## src/rtl/latrnq_bank_if.sv

```systemverilog
// Bus bundle for latrnq_bank: per-channel clear/enable/data, the global
// transfer strobe, and the registered channel outputs.
interface latrnq_bank_if #(
  parameter int WIDTH    = 4,
  parameter int CHANNELS = 4
);
  logic [CHANNELS-1:0]       RN;
  logic [CHANNELS-1:0]       E;
  logic [CHANNELS*WIDTH-1:0] D;
  logic                      UPD;
  logic [CHANNELS*WIDTH-1:0] Q;
  logic [CHANNELS-1:0]       PEND;
  logic [CHANNELS-1:0]       CHG;

  modport master (output RN, E, D, UPD, input Q, PEND, CHG);
  modport slave  (input RN, E, D, UPD, output Q, PEND, CHG);
endinterface

```

## src/rtl/latrnq_bank.sv

```systemverilog
// Bank of independent registered channels with optional shadow stage
// (MODE 0: E fills shadow, UPD transfers; MODE 1: E loads Q directly).
module latrnq_bank #(
  parameter int               WIDTH     = 4,
  parameter int               CHANNELS  = 4,
  parameter logic [WIDTH-1:0] RESET_VAL = {WIDTH{1'b0}},
  parameter int               MODE      = 0
) (
  input  logic          CLK,
  input  logic          R,
  latrnq_bank_if.slave  bus
);

  logic [CHANNELS-1:0][WIDTH-1:0] q_q, q_d;
  logic [CHANNELS-1:0][WIDTH-1:0] shadow_q, shadow_d;
  logic [CHANNELS-1:0]            pend_q, pend_d;
  logic [CHANNELS-1:0]            chg_q, chg_d;
  logic [WIDTH-1:0]               din_s;

  // Next-state per channel: clear, then mode-specific load/transfer.
  always_comb begin
    q_d      = q_q;
    shadow_d = shadow_q;
    pend_d   = pend_q;
    chg_d    = {CHANNELS{1'b0}};
    din_s    = {WIDTH{1'b0}};
    for (int i = 0; i < CHANNELS; i++) begin
      din_s = bus.D[i*WIDTH +: WIDTH];
      if (!bus.RN[i]) begin
        q_d[i]      = RESET_VAL;
        shadow_d[i] = RESET_VAL;
        pend_d[i]   = 1'b0;
      end else if (MODE == 1) begin
        if (bus.E[i]) begin
          q_d[i]      = din_s;
          shadow_d[i] = din_s;
        end else begin
          q_d[i]      = q_q[i];
          shadow_d[i] = shadow_q[i];
        end
        pend_d[i] = 1'b0;
      end else begin
        // Transfer uses the pre-edge shadow, so E and UPD together pipeline.
        if (bus.UPD && pend_q[i]) begin
          q_d[i] = shadow_q[i];
        end else begin
          q_d[i] = q_q[i];
        end
        if (bus.E[i]) begin
          shadow_d[i] = din_s;
          pend_d[i]   = 1'b1;
        end else if (bus.UPD) begin
          shadow_d[i] = shadow_q[i];
          pend_d[i]   = 1'b0;
        end else begin
          shadow_d[i] = shadow_q[i];
          pend_d[i]   = pend_q[i];
        end
      end
      chg_d[i] = (q_d[i] != q_q[i]);
    end
  end

  // State registers; reset also suppresses the change flags.
  always_ff @(posedge CLK) begin
    if (R) begin
      q_q      <= {CHANNELS{RESET_VAL}};
      shadow_q <= {CHANNELS{RESET_VAL}};
      pend_q   <= {CHANNELS{1'b0}};
      chg_q    <= {CHANNELS{1'b0}};
    end else begin
      q_q      <= q_d;
      shadow_q <= shadow_d;
      pend_q   <= pend_d;
      chg_q    <= chg_d;
    end
  end

  assign bus.Q    = q_q;
  assign bus.PEND = pend_q;
  assign bus.CHG  = chg_q;

endmodule
```

## src/flat_wrapper.sv

```systemverilog
// flat-port wrapper written by rule: the top's interface ports become plain ports
module latrnq_bank_flat 
#(
  parameter int               WIDTH     = 4,
  parameter int               CHANNELS  = 4,
  parameter logic [WIDTH-1:0] RESET_VAL = {WIDTH{1'b0}},
  parameter int               MODE      = 0
)
  (CLK, R, bus_RN, bus_E, bus_D, bus_UPD, bus_Q, bus_PEND, bus_CHG);
  latrnq_bank_if #(.WIDTH(WIDTH), .CHANNELS(CHANNELS)) bus_i ();
  input  logic CLK;
  input  logic R;
  input wire logic [$bits(bus_i.RN)-1:0] bus_RN;
  input wire logic [$bits(bus_i.E)-1:0] bus_E;
  input wire logic [$bits(bus_i.D)-1:0] bus_D;
  input wire logic [$bits(bus_i.UPD)-1:0] bus_UPD;
  output wire logic [$bits(bus_i.Q)-1:0] bus_Q;
  output wire logic [$bits(bus_i.PEND)-1:0] bus_PEND;
  output wire logic [$bits(bus_i.CHG)-1:0] bus_CHG;
  assign bus_i.RN = bus_RN;
  assign bus_i.E = bus_E;
  assign bus_i.D = bus_D;
  assign bus_i.UPD = bus_UPD;
  assign bus_Q = bus_i.Q;
  assign bus_PEND = bus_i.PEND;
  assign bus_CHG = bus_i.CHG;
  latrnq_bank #(.WIDTH(WIDTH), .CHANNELS(CHANNELS), .RESET_VAL(RESET_VAL), .MODE(MODE)) u_core (.CLK(CLK), .R(R), .bus(bus_i));
endmodule
```

## config.mk

```make
export PLATFORM = sky130hd
export DESIGN_NAME = latrnq_bank_flat
export DESIGN_NICKNAME = d
export VERILOG_FILES = /design/src/rtl/latrnq_bank_if.sv /design/src/rtl/latrnq_bank.sv /design/src/flat_wrapper.sv
export SDC_FILE = /design/constraint.sdc
export NUM_CORES = 1
export LEC_CHECK = 0
export BUFFER_PORTS_ARGS = -buffer_cell sky130_fd_sc_hd__buf_4
export CORE_MARGIN = 4
export CORE_UTILIZATION = 45
export DETAILED_ROUTE_END_ITERATION = 16
export GPL_TIMING_DRIVEN = 0
export PLACE_DENSITY_LB_ADDON = 0.3
export SLEW_MARGIN = 10
export SYNTH_ARGS = -nofsm -noshare
export SYNTH_HDL_FRONTEND = slang
export SYNTH_SLANG_ARGS = --single-unit
```

## constraint.sdc

```tcl
create_clock -name CLK -period 1.2 [get_ports CLK]
set_input_delay 0.06 -clock CLK [delete_from_list [all_inputs] [get_ports CLK]]
set_output_delay 0.06 -clock CLK [all_outputs]
set_load 0.01 [all_outputs]
```

==> flow_metrics.env <==
export IMPL_status="complete, no violations"
export IMPL_root_buffer="clkbuf_8"
export IMPL_clk_pin_slew_ns=0.07
export IMPL_switching_share_pct=23.17
export IMPL_syn_area_per_cell_um2=8.568
export IMPL_finClkSkew_ns=0.005242
export IMPL_die_w_um=70.33
export IMPL_reg2reg_from="u_core.shadow_q[15]"
export IMPL_nFillCells=354
export IMPL_fin_hold_ws_ns=0.003973
export IMPL_clock_path_buffers=2
export IMPL_synth_warnings=0
export IMPL_crit_path_cell_trace="nor2b_4, o41ai_2, a31o_1, a21oi_1"
export IMPL_start_util_pct=47.04
export IMPL_ant_nets=0
export IMPL_ff2ff_path_depth=4
export IMPL_synth_seq_cells=40
export IMPL_min_period_ns=1.155
export IMPL_drv_slew=0
export IMPL_powerDensity_nw_per_um2=1080
export IMPL_cts_sinks=40
export IMPL_grt_pass1_vias=1435
export IMPL_pwr_share_comb_pct=9.7
export IMPL_h_tree_depth=2
export IMPL_pwr_share_seq_pct=57.4
export IMPL_port_buffers=45
export IMPL_cts_setup_buffers=0
export IMPL_finalHoldViolCount=0
export IMPL_drc_errors=0
export IMPL_cts_tree="yes"
export IMPL_tightest_slew_ns=0.3664
export IMPL_rsz0062_at_grt="yes"
export IMPL_synthDistinctLibCells=22
export IMPL_gp_congestion=0.7790
export IMPL_ctsHoldBuffers=0
export IMPL_track_usage_pct=15.93
export IMPL_boundaryPins=51
export IMPL_p_int_mw=1.852
export IMPL_leakagePower_nw=0.9001
export IMPL_die_area_um2=4946
export IMPL_n_antenna_cell=0
export IMPL_fin_crit_sh_pct=96.23
export IMPL_worstPathArrival_ns=1.33
export IMPL_min_path_type="input port to flop"
export IMPL_ff2ff_setup_slack_ns=0.05
export IMPL_drv_cap=0
export IMPL_antenna_found_initial=0
export IMPL_setup_viol=0
export IMPL_grt_max_degree=11
export IMPL_r2r_end="u_core.bus.CHG[3]"
export IMPL_clk_latency_ns=0.29
export IMPL_numCtsBuffers=5
export IMPL_pwr_share_clk_pct=32.9
export IMPL_grt_pass1_wl_mm=6.334
export IMPL_place_hpwl_mm=2.820
export IMPL_path_max_fanout=4
export IMPL_total_power_mw=2.410
export IMPL_crit_path_start="u_core.shadow_q[15]"
export IMPL_fp_dieH_um=70.33
export IMPL_cpPeakStageDelay_ns=0.34
export IMPL_nets=283
export IMPL_required_ns=1.37
export IMPL_drive_above_1_share_pct=27.17
export IMPL_critPathCaptureType="flop"
export IMPL_cp_buffers_inverters=0
export IMPL_synthCells=204
export IMPL_rows=22
export IMPL_cp_depth=4
export IMPL_via_count=1548
export IMPL_ir_drop_mv=0.6626
export IMPL_synth_seq_area_share_pct=45.81
export IMPL_worst_setup_path_type="flop to flop"
export IMPL_slowest_stage="o41ai_2"
export IMPL_firstDrtPassIters=4
export IMPL_routed_wl_mm=3.841
export IMPL_syn_num_nets=231
export IMPL_syn2layout_area_growth_pct=27.63
export IMPL_crit_path_start_kind="flop"
export IMPL_wire_per_inst_um=12.72
export IMPL_core_um2=3716
export IMPL_slew_limit_headroom_pct=75.57
export IMPL_vias_per_cell=5.126
export IMPL_power_net_switching_mw=0.5584
export IMPL_synth_area_um2=1748
export IMPL_grt_ovfl_total=0
export IMPL_critPathTopFamily="compound AO/OA/AOI/OAI gates"
export IMPL_drtIter0Drc=82
export IMPL_clock_fmax_mhz=866.0
export IMPL_worstSetupEndpoint="u_core.bus.CHG[3]"
## synthesized netlist by cell type
cell	number	area (um^2)
o41ai_2	2	32.53
mux2i_1	16	160.2
o31ai_1	2	15.01
inv_1	3	11.26
nand3_1	16	80.08
o41ai_1	2	17.52
a31o_1	2	17.52
or2b_2	2	17.52
dfxtp_1	40	800.8
buf_2	5	25.02
nand2_1	20	75.07
nand2b_1	20	125.1
buf_1	4	15.01
nand4b_1	2	17.52
nor2_1	22	82.58
nor2b_1	8	50.05
o2111ai_1	2	17.52
a21oi_1	28	140.1
nor3_1	2	10.01
o21ai_0	2	10.01
nand4_1	2	12.51
buf_4	2	15.01
## power by group through the flow
stage                     Sequential (mW)  Clock, mW  Combinational (mW)
after floorplan                      1.41          0               0.133
after detailed placement             1.41          0               0.234
after global placement               1.41          0               0.231
final                                1.38      0.793               0.234
after CTS                            1.38      0.814               0.235
after global routing                 1.39      0.858               0.260
## registers in the layout, summed over array words and instances, names as in the netlist
name and count:
u_core.bus.CHG 4, u_core.bus.PEND 4, u_core.bus.Q 16, u_core.shadow_q 16
## logic make-up (layout without fill, tap and decap cells)
group / after synthesis / count (layout) / share of synthesized area (%)
flip-flops: 40 / 40 / 45.81
multiplexers: 16 / 16 / 9.162
AO/OA/AOI/OAI: 40 / 40 / 14.32
buffers and inverters: 14 / 64 / 3.793
AND/OR/NAND/NOR: 94 / 94 / 26.92
## layer usage
layer	global-route usage [%]	up-vias	part of all wire [%]
met1	19.57	702	47
met2	26.61	36	46
li1	-	805	-
met4	6.383	0	1.4
met3	3.741	5	5.0
met5	0	-	0
## placed cells by master (no fill, tap or decap), drive strengths merged, types with 3 or more instances in the layout
cell type and n:
buf 56, dfxtp 40, a21oi 28, nor2 22
nand2b 20, nand2 20, mux2i 16, nand3 16
nor2b 8, clkbuf 5, o41ai 4, inv 3
## worst reg2reg max path: stages (launching register included)
cell     delay, ns
dfxtp_2       0.33
nor2b_4       0.12
o41ai_2       0.34
a31o_1        0.19
a21oi_1       0.05
## what timing repair did
| item | in CTS | in global routing |
|---|---|---|
| hold endpoints to repair | 0 | 0 |
| endpoints found under the setup margin | 0 | 2 |
| resized for setup | 0 | 9 |
## final cells by class
class                           instances  area, um^2  area share, %
Multi-Input combinational cell        150       888.4          39.82
Inverter                                3       11.26         0.5048
Tap cell                               48       60.06          2.692
Clock buffer                            5       68.82          3.085
Sequential cell                        40       809.5          36.29
Timing Repair Buffer                   45       337.8          15.14
Buffer                                 11       55.05          2.468
## how the worst min path moves through the flow
| stage | cells past startpoint | slack [ns] | endpoint | start |
|---|---|---|---|---|
| 4_1_cts | 3 | 0.005 | u_core.shadow_q[11] | bus_D[11] |
| 3_3_place_gp | 3 | 0.29 | u_core.shadow_q[3] | bus_D[3] |
| 6_report | 3 | 0.004 | u_core.shadow_q[11] | bus_D[11] |
| 5_1_grt | 3 | 0.01 | u_core.shadow_q[6] | bus_D[6] |
| 3_5_place_dp | 3 | 0.30 | u_core.shadow_q[11] | bus_D[11] |
| 2_1_floorplan | 2 | 0.21 | u_core.shadow_q[0] | bus_D[0] |
## per-stage QoR
step	std cells	area [um^2]	setup WS (ns)	TNS [ns]	util, %
2_1_floorplan	204	1748	0.08720	0	-
3_3_place_gp	297	2146	0.06277	0	57.74
3_5_place_dp	297	2146	0.03029	0	57.74
4_1_cts	302	2215	0.02128	0	59.60
5_1_grt	302	2231	-0.02409	-0.02409	60.03
6_report	302	2231	0.04527	0	60.03
Power figures use the tool's default switching activity.
